### src/rtl/cpu_pkg.sv
// Shared CPU definitions: instruction field positions, opcodes and the sequencer state type.
package cpu_pkg;

  localparam int INSTR_W = 16;
  localparam int OPC_MSB = 15;
  localparam int OPC_LSB = 13;

  localparam logic [2:0] OPC_ADD  = 3'b101;
  localparam logic [2:0] OPC_MOV  = 3'b110;
  localparam logic [2:0] OPC_HALT = 3'b111;

  typedef enum logic [2:0] {
    SEQ_IDLE   = 3'd0,
    SEQ_FETCH  = 3'd1,
    SEQ_LOAD   = 3'd2,
    SEQ_ISSUE  = 3'd3,
    SEQ_EXEC   = 3'd4,
    SEQ_HALTED = 3'd5,
    SEQ_FAULT  = 3'd6
  } seq_state_t;

endpackage

### src/rtl/seq_watchdog.sv
// Execution watchdog: cleared at issue, counts while enabled, flags the last allowed cycle.
module seq_watchdog #(
  parameter int TIMEOUT = 16
) (
  input  logic clk,
  input  logic rst,
  input  logic clear,
  input  logic enable,
  output logic expire
);

  localparam int CW = $clog2(TIMEOUT + 1);

  logic [CW-1:0] count_r;

  // Counter holds at the expiry value; the FSM leaves EXEC at that point anyway.
  always_ff @(posedge clk) begin
    if (rst) begin
      count_r <= '0;
    end else if (clear) begin
      count_r <= '0;
    end else if (enable && (count_r != CW'(TIMEOUT - 1))) begin
      count_r <= count_r + 1'b1;
    end else begin
      count_r <= count_r;
    end
  end

  assign expire = (count_r == CW'(TIMEOUT - 1));

endmodule

### src/rtl/instr_sequencer.sv
// Instruction sequencer: fetches from synchronous RAM, issues each instruction with a start
// pulse over the start/waiting handshake, retires it and stops on HALT or watchdog timeout.
module instr_sequencer #(
  parameter int ADDR_W  = 8,
  parameter int INSTR_W = cpu_pkg::INSTR_W,
  parameter int TIMEOUT = 16,
  parameter int CNT_W   = 16
) (
  input  logic               clk,
  input  logic               rst,
  input  logic               run,
  input  logic               pc_load,
  input  logic [ADDR_W-1:0]  pc_load_val,
  output logic [ADDR_W-1:0]  mem_addr,
  input  logic [INSTR_W-1:0] mem_rdata,
  output logic [INSTR_W-1:0] instr,
  output logic               start,
  input  logic               waiting,
  output logic [ADDR_W-1:0]  pc,
  output logic [CNT_W-1:0]   retired,
  output logic               busy,
  output logic               halted,
  output logic               fault
);

  import cpu_pkg::*;

  seq_state_t         state_r, state_next_s;
  logic [ADDR_W-1:0]  pc_r, pc_next_s;
  logic [INSTR_W-1:0] ir_r, ir_next_s;
  logic [CNT_W-1:0]   retired_r, retired_next_s;
  logic               seen_low_r, seen_low_next_s;
  logic               start_r, busy_r, halted_r, fault_r;
  logic               wd_clear_s, wd_enable_s, wd_expire_s;
  logic               done_s;

  seq_watchdog #(
    .TIMEOUT (TIMEOUT)
  ) u_watchdog (
    .clk    (clk),
    .rst    (rst),
    .clear  (wd_clear_s),
    .enable (wd_enable_s),
    .expire (wd_expire_s)
  );

  // Completion needs waiting to have dropped first, so a stale "idle" is not taken as done.
  assign done_s = waiting && seen_low_r;

  // Next-state, PC, IR and retire-count logic.
  always_comb begin
    state_next_s    = state_r;
    pc_next_s       = pc_r;
    ir_next_s       = ir_r;
    retired_next_s  = retired_r;
    seen_low_next_s = seen_low_r;
    wd_clear_s      = 1'b0;
    wd_enable_s     = 1'b0;
    case (state_r)
      SEQ_IDLE: begin
        if (pc_load) begin
          pc_next_s = pc_load_val;
        end else if (run && waiting) begin
          state_next_s = SEQ_FETCH;
        end else begin
          state_next_s = SEQ_IDLE;
        end
      end
      SEQ_FETCH: begin
        state_next_s = SEQ_LOAD;
      end
      SEQ_LOAD: begin
        ir_next_s = mem_rdata;
        if (mem_rdata[OPC_MSB:OPC_LSB] == OPC_HALT) begin
          state_next_s = SEQ_HALTED;
        end else begin
          state_next_s = SEQ_ISSUE;
        end
      end
      SEQ_ISSUE: begin
        wd_clear_s      = 1'b1;
        seen_low_next_s = 1'b0;
        state_next_s    = SEQ_EXEC;
      end
      SEQ_EXEC: begin
        wd_enable_s = 1'b1;
        if (!waiting) begin
          seen_low_next_s = 1'b1;
        end else begin
          seen_low_next_s = seen_low_r;
        end
        if (done_s) begin
          pc_next_s = pc_r + 1'b1;
          if (&retired_r) begin
            retired_next_s = retired_r;
          end else begin
            retired_next_s = retired_r + 1'b1;
          end
          state_next_s = run ? SEQ_FETCH : SEQ_IDLE;
        end else if (wd_expire_s) begin
          state_next_s = SEQ_FAULT;
        end else begin
          state_next_s = SEQ_EXEC;
        end
      end
      SEQ_HALTED, SEQ_FAULT: begin
        if (pc_load) begin
          pc_next_s    = pc_load_val;
          state_next_s = SEQ_IDLE;
        end else begin
          state_next_s = state_r;
        end
      end
      default: begin
        state_next_s = SEQ_IDLE;
      end
    endcase
  end

  // State and datapath registers; status outputs are registered from the next state.
  always_ff @(posedge clk) begin
    if (rst) begin
      state_r    <= SEQ_IDLE;
      pc_r       <= '0;
      ir_r       <= '0;
      retired_r  <= '0;
      seen_low_r <= 1'b0;
      start_r    <= 1'b0;
      busy_r     <= 1'b0;
      halted_r   <= 1'b0;
      fault_r    <= 1'b0;
    end else begin
      state_r    <= state_next_s;
      pc_r       <= pc_next_s;
      ir_r       <= ir_next_s;
      retired_r  <= retired_next_s;
      seen_low_r <= seen_low_next_s;
      start_r    <= (state_next_s == SEQ_ISSUE);
      busy_r     <= (state_next_s == SEQ_FETCH) || (state_next_s == SEQ_LOAD) ||
                    (state_next_s == SEQ_ISSUE) || (state_next_s == SEQ_EXEC);
      halted_r   <= (state_next_s == SEQ_HALTED);
      fault_r    <= (state_next_s == SEQ_FAULT);
    end
  end

  assign mem_addr = pc_r;
  assign pc       = pc_r;
  assign instr    = ir_r;
  assign retired  = retired_r;
  assign start    = start_r;
  assign busy     = busy_r;
  assign halted   = halted_r;
  assign fault    = fault_r;

endmodule
### config.mk
export PLATFORM = sky130hd
export DESIGN_NAME = instr_sequencer
export DESIGN_NICKNAME = d
export VERILOG_FILES = /design/src/rtl/cpu_pkg.sv /design/src/rtl/seq_watchdog.sv /design/src/rtl/instr_sequencer.sv
export SDC_FILE = /design/constraint.sdc
export NUM_CORES = 1
export LEC_CHECK = 0
export CAP_MARGIN = 25
export CORE_ASPECT_RATIO = 0.6
export CORE_MARGIN = 4
export CORE_UTILIZATION = 40
export DETAILED_ROUTE_END_ITERATION = 6
export HOLD_SLACK_MARGIN = 0.15
export PLACE_DENSITY = 0.71
export SLEW_MARGIN = 40
export SYNTH_ARGS = -nofsm -noshare
export SYNTH_HDL_FRONTEND = slang
export SYNTH_HIERARCHICAL = 1
export SYNTH_SLANG_ARGS = --single-unit
### constraint.sdc
create_clock -name clk -period 6.1 [get_ports clk]
set_clock_uncertainty 0.1 [all_clocks]
set_input_delay 1.83 -clock clk [delete_from_list [all_inputs] [get_ports clk]]
set_output_delay 1.83 -clock clk [all_outputs]
set_load 0.1 [all_outputs]
Word-level counts from Yosys, hierarchy flattened. Index checks and enable logic that the tools add are counted.

Register bits after elaboration: 53. Bits of input ports: 29. Word-level logic and storage cells: 63.

Add/sub/neg operators: 3. Equal/unequal tests: 18. Multiplexer cells: 15. Bitwise operators: 1. Reductions and logical operators: 16.

Operators with widths (count): 3-bit == test, second input constant (7); 3-bit case mux with 6 select lines (1); 16-bit by 1-bit adder with 16-bit output, second input constant (1); 8-bit 2-to-1 mux (2); 8-bit case mux with 2 select lines (1); 16-bit AND reduction (1); 3-bit by 2-bit == test with 1-bit output, second input constant (4); 3-bit 2-to-1 mux (4); 8-bit by 1-bit adder with 8-bit output, second input constant (1); 3-bit by 1-bit == test with 1-bit output, second input constant (2); 3-bit AND reduction (2); 5-bit by 1-bit adder with 5-bit output, second input constant (1); 5-bit by 4-bit == test with 1-bit output, second input constant (1); 1-bit 2-to-1 mux (5); 5-bit by 4-bit inequality test with 1-bit output, second input constant (1); 2-bit inequality test, second input constant (2); 2-bit nonzero test (2); 2-bit OR reduction (2); 1-bit logical AND (3); 3-bit zero test (1); 1-bit logical OR (3); 3-bit OR reduction (1); 2-bit 2-to-1 mux (1); 2-bit by 1-bit inequality test with 1-bit output, second input constant (1); 3 further kinds (3).

Depth between registers and ports, before layout. Gate-level depths: netlist of run 1.

Word-level depth: 8. Depth in mapped cells: 7. Gate-level depth less buffers: 7.

Hierarchy. Netlist of run 1, hierarchy kept.

By module, submodules not included: instr_sequencer (times used 1, cells an instance 290, area an instance 2316.0 um2, seq. area each 960.9 um2); seq_watchdog (times used 1, cells an instance 26, area an instance 241.5 um2, seq. area each 100.1 um2).

Worst setup path after synthesis of run 1. OpenSTA, ideal clock, no wires.

Path type: register -> output. Start point: register pc_r[4], in the netlist mem_addr[4]. End point: output pc[4]. Arrival: 1459 ps. Slack: 2711 ps. Stages on the path, launching flop included: 2. Buffers on the path: 1. Cell sequence: dfxtp_1 > buf_4.

RTL lines: from (decl) (line instr_sequencer.sv:29) `logic [ADDR_W-1:0] pc_r, pc_next_s;`; from (signal assigned) (line instr_sequencer.sv:134) `pc_r <= pc_next_s;`; to (decl) (line instr_sequencer.sv:19) `output logic [ADDR_W-1:0] pc,`.

No word-level cell between the ends.

Worst setup path in the final report of run 1.
Start point: input waiting. End point: register retired_r[9], in the netlist retired[9].

Cells in the longest elaborated chain, start to end: 2.

Ends and longest elaborated chain: from (decl) (line instr_sequencer.sv:18) `input logic waiting,`; 1-bit logical AND (line instr_sequencer.sv:48) `assign done_s = waiting && seen_low_r;`; 3-bit AND reduction (no line); to (signal assigned) (line instr_sequencer.sv:136) `retired_r <= retired_next_s;`; to (decl) (line instr_sequencer.sv:31) `logic [CNT_W-1:0] retired_r, retired_next_s;`.

Every way passes these cells. A chain may end at the register's enable or synchronous reset.

==> results of run 1 <==
-- cells by family (layout without fill, tap and decap cells) --
group / Yosys count / in the layout / share of synthesized area
fa+ha+maj: 4 / 4 / 0.0196
mux: 1 / 1 / 0.00391
simple gates: 139 / 139 / 0.280
xor+xnor: 15 / 15 / 0.0514
flops: 53 / 53 / 0.415
compound gates: 71 / 71 / 0.167
buf+inv: 33 / 96 / 0.0636
-- layer usage --
metal | part of all wire | GRT usage | up-vias
met5 | 0 | 0 | -
met4 | 0.0068 | 0.0378 | 0
met3 | 0.092 | 0.0502 | 5
met2 | 0.40 | 0.224 | 99
met1 | 0.50 | 0.236 | 1089
li1 | - | - | 1224
-- where the power goes --
group | switching, mW | internal [mW]
clock network | 0.111 | 0.0760
registers | 0.0139 | 0.358
logic | 0.169 | 0.0478
-- worst max-delay path, stage by stage --
cell and delay (ns):
clkdlybuf4s50_1 0.53, nand2_1 0.15, nor4_1 0.70, nand4b_1 0.20
xor2_1 0.21, nor2_1 0.05
-- area by class of cell --
| type | instances | area share |
|---|---|---|
| timing repair buffer | 81 | 0.172 |
| clock buffer | 5 | 0.0218 |
| clock inverter | 1 | 0.00159 |
| inverter | 9 | 0.0107 |
| tap | 84 | 0.0333 |
| sequential | 53 | 0.337 |
| multi-input combinational | 230 | 0.424 |
-- worst max path at each step --
stage / startpoint / end / slack (ns) / depth (start not counted)
3_3_place_gp: waiting / retired[11] / 2.26 / 6
3_5_place_dp: waiting / retired[9] / 2.21 / 6
5_1_grt: waiting / retired[9] / 2.34 / 6
2_1_floorplan: mem_addr[4] / pc[4] / 2.71 / 1
4_1_cts: waiting / retired[9] / 2.52 / 6
6_report: waiting / retired[9] / 2.51 / 6
-- per-stage QoR --
step / hold slack (ns) / cells / utilization
floorplan: 0.352 / 316 / -
global placement: 0.341 / 457 / 0.542
CTS: 0.359 / 463 / 0.512
finish: 0.356 / 463 / 0.511
global route: 0.379 / 463 / 0.511
detailed placement: 0.346 / 457 / 0.500
-- placed cells by master (no fill, tap or decap), drive strengths merged, types with 5 or more instances in the layout --
cell type       n
buf            54
xnor2           5
nor2           28
nand3           8
nand2          50
nand2b          6
and3            7
inv             9
clkbuf          5
xor2           10
o21ai          12
dfxtp          53
clkdlybuf4s50  27
a21oi          33
nand4           6
-- sequential cells by signal (all words and copies together) (netlist names) --
name,flops
busy,1
state_r,3
mem_addr,8
u_watchdog/count_r,5
instr,16
start,1
halted,1
seen_low_r,1
retired,16
fault,1
==> results.toml, run 1 <==
[logic_synthesis]
ys_ff_latch = 53
synth.top_cell.area_share = 0.415
async_reset_ff_frac = 0
syn-cell-area_sq_mm = 0.00256
yosys_warnings = 6
netlist_instances = 316
synthTopCellsByCount = "dfxtp_1, nand2_1, a21oi_1"
syn_nets = 349
yosysMostFrequentCell = "dfxtp_1"
synth_ff_type = "dfxtp_1"
yosysTopAreaCell = "dfxtp_1"
synth_area_leaders = "dfxtp_1, nand2_1, a21oi_1"
ys_types = 51
synth.avg_cell_area_sq_um = 8.09
seq_area_frac_synth = 0.415
synth_edf_count = 0

[clock_tree]
post_cts_buffers = 0
clkTransAtPathRegs_ns = 0.09
numCtsBuffers = 5
cts_num_sinks = 53
ctsHtreeMaxLevel = 2
ctsHoldBuffers = 0
clock_latency_ns = 0.30
clockBufferDepth = 2
root_buffer = "clkbuf_8"
cts_tree = "done"
cts-resized-gates = 0

[grt]
grt_max_degree = 28
globalRoute.totalOverflow = 0
grt_pass1_vias = 2154
grt_pass1_wl_um = 10400
antenna_found_initial = 0
grtUsageTotal = 0.160

[floorplan]
io_pins = 81
die_h_um = 69.9
rows = 22
start_util = 0.415
core-area_sq_mm = 0.00617
die_w_um = 111
dieArea_sq_mm = 0.00778

[routing]
drt-total-wl_um = 6350
drc_errors = 0
routedWlPerCell_um = 13.7
drt_iter0_markers = 110
ant_nets = 0
viasPerCell = 5.22
dr.pass1.iters = 4
via_count = 2417

[setup_path]
worst_ep_arrival_time_ns = 3.67
startpoint_type = "input port"
required_ns = 6.19
worstSetupPathType = "input port to flip-flop"
r2r_cells = 5
r2r_slack_ns = 3.64
path_max_fanout = 5
rr_endpoint = "retired[9]"
cp-end-kind = "flip-flop"
r2r_start = "state_r[2]"

[placed_design]
dp_slack_ns = 2.21
finalWeightedCongestion = 0.823
placed_cell_area_sq_mm = 0.00308
dpl.hpwl_um = 4700
port_buffers = 80

[timing]
setup_tns_ns = 0
max_freq_mhz = 279
setup_ws_ns = 2.51
slew_viol_final = 0
tightest_slew_ns = 0.761
finalCriticalPeriod_ns = 3.59
period_share = 0.588
setup_viol = 0
finalHoldViolCount = 0
max_slew_margin = 0.488
rsz0062_at_grt = "false"

[power_and_ir_drop]
pwr_density_cell_mw_per_mm2 = 246
ir_drop_mv = 0.116
total_power_mw = 0.775
leakage_nw = 1.26

[min_path]
hold_class = "flip-flop to flip-flop"
min_path_cells = 2
holdPathEnd = "instr[12]"
min_from = "instr[12]"

[flow_run]
drv_cap = 0

[final_layout]
drive_above_1_share = 0.187
regArea_sq_mm = 0.00106
n_antenna_cell = 0
fin_area_sq_mm = 0.00315
fill_cells = 618
multi_input_area_sq_mm = 0.00134
areaGrowthSynthToFinish_pct = 23.3
final_nets = 413

[outcome]
status = "completed"
No activity file was read; power rests on OpenSTA's default activity.
==> run 2: changes to the inputs <==
clock period = 3.3 ns   (was 6.1 ns; I/O delays follow)
==> results.toml, run 2 (synthesis results as in run 1) <==
[outcome]
status = "completed"

[setup_path]
path_max_fanout = 9
required_ns = 3.43
worstSetupPathType = "input port to flip-flop"
startpoint_type = "input port"
cp-end-kind = "flip-flop"
worst_ep_arrival_time_ns = 2.83

[routing]
drt-total-wl_um = 6270
drt_iter0_markers = 75
dr.pass1.iters = 4
via_count = 2385
routedWlPerCell_um = 13.4
drc_errors = 0
ant_nets = 0
viasPerCell = 5.10

[final_layout]
final_common_cell = "buf_4"
final_cell_mix = "buf_4, dfxtp_1, nand2_1"
multi_input_area_sq_mm = 0.00134
instances_no_fill = 468
n_antenna_cell = 0
fin_area_sq_mm = 0.00332
fill_cells = 589
drive_above_1_share = 0.195
final_nets = 416
regArea_sq_mm = 0.00106
areaGrowthSynthToFinish_pct = 29.9

[timing]
setup_ws_ns = 0.604
rsz0062_at_grt = "false"
finalHoldViolCount = 0
slew_viol_final = 0
max_slew_margin = 0.563
finalCriticalPeriod_ns = 2.70
tightest_slew_ns = 0.654
period_share = 0.817
max_freq_mhz = 371
setup_viol = 0
setup_tns_ns = 0

[placed_design]
port_buffers = 80
dp_slack_ns = 0.310
dp.cells = 460
finalWeightedCongestion = 0.788
dpl.hpwl_um = 4620
placed_cell_area_sq_mm = 0.00324

[floorplan]
core-area_sq_mm = 0.00617
dieArea_sq_mm = 0.00778
start_util = 0.415
io_pins = 81
rows = 22
die_w_um = 111
die_h_um = 69.9

[min_path]
hold_class = "flip-flop to flip-flop"

[clock_tree]
clockBufferDepth = 2
ctsHoldBuffers = 0
post_cts_buffers = 0
root_buffer = "clkbuf_8"
numCtsBuffers = 5
clkTransAtPathRegs_ns = 0.09
ctsHtreeMaxLevel = 2
cts_tree = "done"
cts_num_sinks = 53
cts-resized-gates = 0
clock_latency_ns = 0.30

[power_and_ir_drop]
total_power_mw = 1.47
leakage_nw = 1.28
ir_drop_mv = 0.262
pwr_density_cell_mw_per_mm2 = 443

[grt]
grt_max_degree = 25
antenna_found_initial = 0
grt_pass1_wl_um = 10400
grt_pass1_vias = 2190
globalRoute.totalOverflow = 0
grtUsageTotal = 0.158

[flow_run]
drv_cap = 0
-- run 2: cell types whose count changed in the layout (fill, tap and decap cells not counted), sizes merged --
cell,change
clkdlybuf4s50,+1
clkinv,+1
buf,+2
clkinvlp,+1
-- run 2: power by group --
part | total [mW] | internal [mW] | switching, mW | leakage [nW]
combinational | 0.421 | 0.109 | 0.312 | 0.809
sequential | 0.689 | 0.662 | 0.0271 | 0.429
clock | 0.363 | 0.147 | 0.216 | 0.0439
-- run 2: path summary, 6_finish.rpt --
path                                  from     endpoint  slack (ns)  cells after the start
worst min register to register    instr[7]     instr[7]        0.36                      2
worst min-delay path              instr[7]     instr[7]        0.36                      2
worst max register to register  state_r[2]   retired[4]        0.95                      5
worst max-delay path               pc_load  mem_addr[0]        0.60                      6
-- run 2: layout make-up --
cell class                      count  share of cell area
Clock buffer                        5              0.0207
Clock inverter                      3             0.00527
Inverter                            9              0.0102
Multi-Input combinational cell    230               0.402
Sequential cell                    53               0.319
Tap cell                           84              0.0316
Timing Repair Buffer               84               0.211
-- run 2: worst max-delay path, cell delays in order --
cell	delay, ns
clkdlybuf4s50_1	0.63
nand2b_1	0.09
a221oi_1	0.35
a21oi_1	0.21
or3_1	0.40
a31oi_1	0.15
-- run 2: layer usage --
metal,track usage,part of all wire,vias to the layer above,routed length (um)
met5,0,0,-,0
met4,0.0351,0.0043,0,27
met3,0.0519,0.073,4,458
met2,0.232,0.40,66,2520
met1,0.225,0.52,1088,3270
li1,-,-,1227,-
-- run 2: stage by stage --
stage	hold slack, ns	util
floorplan	0.352	-
CTS	0.362	0.539
global route	0.383	0.539
global placement	0.342	0.525
detailed placement	0.348	0.525
finish	0.359	0.539
==> run 3: changes to the inputs <==
PLACE_DENSITY = 0.73   (was 0.71)
clock period = 2.3 ns   (was 3.3 ns; I/O delays follow)
==> results.toml, run 3 (synthesis results as in run 1) <==
[clock_tree]
cts_tree = "done"
root_buffer = "clkbuf_8"
clockBufferDepth = 2
clock_latency_ns = 0.30
post_cts_buffers = 0
ctsHtreeMaxLevel = 2
clkTransAtPathRegs_ns = 0.10
cts_num_sinks = 53
numCtsBuffers = 5

[final_layout]
areaGrowthSynthToFinish_pct = 51.3
fin_area_sq_mm = 0.00387
n_antenna_cell = 0
fill_cells = 535
final_common_cell = "nand2_1"
finish.utilization = 0.627
drive_above_1_share = 0.269
final_nets = 430
final_cell_mix = "nand2_1, buf_4, dfxtp_1"

[grt]
globalRoute.totalOverflow = 0
grt_max_degree = 25
grtUsageTotal = 0.177
grt_pass1_wl_um = 11600
grt_pass1_vias = 2282
antenna_found_initial = 0

[timing]
finalCriticalPeriod_ns = 2.26
max_slew_margin = 0.722
finalHoldViolCount = 0
period_share = 0.984
fin_hold_ws_ns = 0.358
setup_viol = 0
slew_viol_final = 0
setup_ws_ns = 0.0361
tightest_slew_ns = 0.416
rsz0062_at_grt = "true"
max_freq_mhz = 442

[power_and_ir_drop]
total_power_mw = 2.23
pwr_density_cell_mw_per_mm2 = 577
ir_drop_mv = 0.271
leakage_nw = 1.45

[setup_path]
crit_path_start = "waiting"
worstSetupPathType = "input port to flip-flop"
r2r_slack_ns = 0.24
r2r_cells = 5
path_max_fanout = 6
cp-end-kind = "flip-flop"
required_ns = 2.39
rr_endpoint = "retired[14]"
r2r_start = "state_r[2]"
startpoint_type = "input port"
worst_ep_arrival_time_ns = 2.35

[routing]
dr.pass1.iters = 4
ant_nets = 0
drt_iter0_markers = 87
viasPerCell = 5.09
via_count = 2452
routedWlPerCell_um = 14.0
drt-total-wl_um = 6720
drc_errors = 0

[outcome]
status = "completed"

[min_path]
holdPathEnd = "instr[9]"
hold_class = "flip-flop to flip-flop"
min_path_cells = 2
min_from = "instr[9]"

[floorplan]
core-area_sq_mm = 0.00617
io_pins = 81
dieArea_sq_mm = 0.00778
die_h_um = 69.9
start_util = 0.415
rows = 22
die_w_um = 111

[placed_design]
finalWeightedCongestion = 0.817
port_buffers = 80
dp_slack_ns = -0.288
placed_cell_area_sq_mm = 0.00376
dpl.hpwl_um = 5160

[flow_run]
drv_cap = 0
## run 3: power by group
part / internal [mW] / total (mW) / leakage [nW] / switching [mW]
clock network: 0.217 / 0.529 / 0.0445 / 0.312
registers: 0.947 / 0.996 / 0.438 / 0.0492
logic: 0.247 / 0.706 / 0.971 / 0.459
## run 3: final cells by class
class                   instances  area [sq um]  area share
multi-input cells             230          1350       0.348
repair buffers                 98          1210       0.312
flip-flops and latches         53          1090       0.281
well taps                      84           105      0.0272
clock buffers                   5          68.8      0.0178
inverters                       9          33.8     0.00873
clock inverters                 3          21.3     0.00550
## run 3: worst max path at each step
| stage | end |
|---|---|
| after floorplan | pc[4] |
| after global placement | retired[14] |
| final | retired[14] |
| after global routing | retired[10] |
| after detailed placement | retired[14] |
| after CTS | retired[14] |
## run 3: metrics by stage
| stage | TNS (ns) | instances |
|---|---|---|
| after CTS | 0 | 482 |
| after floorplan | 0 | 316 |
| after global placement | -2.72 | 474 |
| final | 0 | 482 |
| after global routing | -0.00310 | 482 |
| after detailed placement | -4.19 | 474 |
## run 3: metal layers
layer,vias to the layer above,global-route usage,wire (um)
met3,4,0.0537,513
met1,1118,0.266,3380
li1,1258,-,-
met4,0,0.0351,33
met5,-,0,0
met2,72,0.248,2800
## run 3: worst max-delay path: stages
cell and delay (ns):
clkdlybuf4s50_1 0.51, nand2_1 0.10, or4_4 0.54, nor4b_4 0.29
xnor2_1 0.16, nor2_1 0.05
## run 3: timing repair
item	4_1_cts	5_1_grt
gates resized for setup	0	3
hold buffers	0	0
endpoints found under the setup margin	0	6
==> RTL edit (config.mk and constraints of run 3) <==
`OPC_MSB`: 15 -> 14.
--- a/src/rtl/cpu_pkg.sv
+++ b/src/rtl/cpu_pkg.sv
@@ -4,3 +4,3 @@
   localparam int INSTR_W = 16;
-  localparam int OPC_MSB = 15;
+  localparam int OPC_MSB = 14;
   localparam int OPC_LSB = 13;
Formal check against the unedited RTL: not equivalent (Yosys sat finds a counterexample within 4 cycles, from zero or initial values and one cycle with rst high).
==> RTL edit against run 3 <==
Sequential share of layout area shrank 0.42 points; power grew 3.3%; via count grew 2.2%; critical path type unchanged; clock power grew 11%; sequential cell count is the same; synthesized area is essentially flat; combinational power grew 1%; worst setup slack gained 0.12 ns; final cell count grew 0.62%; largest cell class unchanged; wire length grew 4.2%; final area grew 0.58%; worst hold slack is essentially flat.
==> RTL edit: results (changes against run 3) <==
global_routing:
  antenna_found_initial: 0  # unchanged
  track_usage_pct: 18.01  # +0.32 points
  grt_max_degree: 22  # -12%
  grt_first_pass_wirelength_mm: 11.72  # +1.5%
  grt_pass1_vias: 2456  # +7.6%
cells_and_area:
  drive_above_1_share_pct: 25.94  # -0.95 points
  fin_cells: 485  # +0.62%
  fin_nets: 433  # +0.70%
pwr:
  p_per_area_nw_per_um2: 592.4  # +2.7%
  power_frac_seq_pct: 43.5  # -1.1 points
  comb_power_mw: 0.716  # +1%
  p_int_mw: 1.478  # +4.8%
  p_leak_nw: 1.563  # +7.5%
  vdd.ir_drop.worst_uv: 291.2  # +7.3%
logic_synthesis:
  synth.mux.area_fraction_pct: 1.564  # +1.2 points
  synthTopCellsByCount: "dfxtp_1 (53), nand2_1 (51), nor2_1 (35)"
  synth_compound_gate_area_share_pct: 15.10  # -1.6 points
  synth-xor-area-share_pct: 5.132  # about the same
  synth.area.top_cells: "dfxtp_1 (41%), nand2_1 (7.5%), nor2_1 (5.1%)"
  syn_avg_cell_area_um2: 8.076  # -0.22%
  netlist-cell-type-count: 48  # -5.9%
  synth_fa_ha_area_share_pct: 1.955  # about the same
  ys.warnings.count: 6  # unchanged
  yosysSeqAreaShare_pct: 41.45  # about the same
  synth_fp_nets: 350  # +0.29%
run_status:
  outcome: "completed"
route:
  drt_iter0_drc: 105  # +21%
  wl_mm: 7.008  # +4.2%
  drt-pass1-iter-count: 4  # unchanged
  vias_per_cell: 5.165  # +1.5%
  drc: 0  # unchanged
place:
  dp_worst_setup_slack_ns: -0.1771  # +0.1106 ns
  place_congestion: 0.9017  # +10%
  dp_cells: 477  # +0.63%
  hpwl_mm: 5.362  # +3.9%
  post_dp_cell_area_um2: 3769  # about the same
setup_path:
  r2r-start: "retired[0]"
  crit_start: "waiting"
  worstReg2RegEnd: "retired[1]"
  rr_worst_depth: 6  # +1
  slowest_stage: "clkdlybuf4s50_1"
  crit_path_max_incr_delay_ns: 0.53
  cp_max_fo: 7  # +1
  worstPathArrival_ns: 2.28  # -0.07 ns
  cp_top_family: "buffers and inverters"
  cp.buffers_inverters: 2  # +1
hold_path:
  min_to: "instr[1]"
  hold_path_startpoint: "instr[1]"
timing:
  worst_slack_ns: 0.1586  # +0.1225 ns
  worst_hold_slack_ns: 0.3587  # +0.0003340 ns
  relSlewSlack_pct: 59.71  # -13 points
clock_tree:
  clkTransAtPathRegs_ns: 0.09
RTL edit: metal layers:
metal  GRT usage (%)  up-vias  part of all wire [%]
li1                -     1256                     -
met1           25.17     1155                    49
met2           27.45       88                    43
met3           5.714        6                   7.7
met4           3.374        0                  0.57
met5               0        -                     0
RTL edit: how the worst max path moves through the flow:
stage	cells past startpoint	endpoint
after floorplan	5	retired[1]
after global placement	6	mem_addr[6]
after detailed placement	6	mem_addr[6]
after CTS	7	mem_addr[2]
after global routing	7	retired[5]
final	7	retired[7]
RTL edit: area by class of cell:
cell class / instances / area [um^2]
clock buffers: 7 / 96.34
multi-input cells: 233 / 1370
clock inverters: 1 / 8.758
flip-flops and latches: 53 / 1076
inverters: 7 / 26.28
fillers: 507 / 2275
well taps: 84 / 105.1
repair buffers: 100 / 1209
RTL edit: repair_timing:
| item | 4_1_cts | 5_1_grt |
|---|---|---|
| gates resized for setup | 0 | 3 |
| setup buffers | 0 | 0 |
| endpoints found under the setup margin | 0 | 2 |
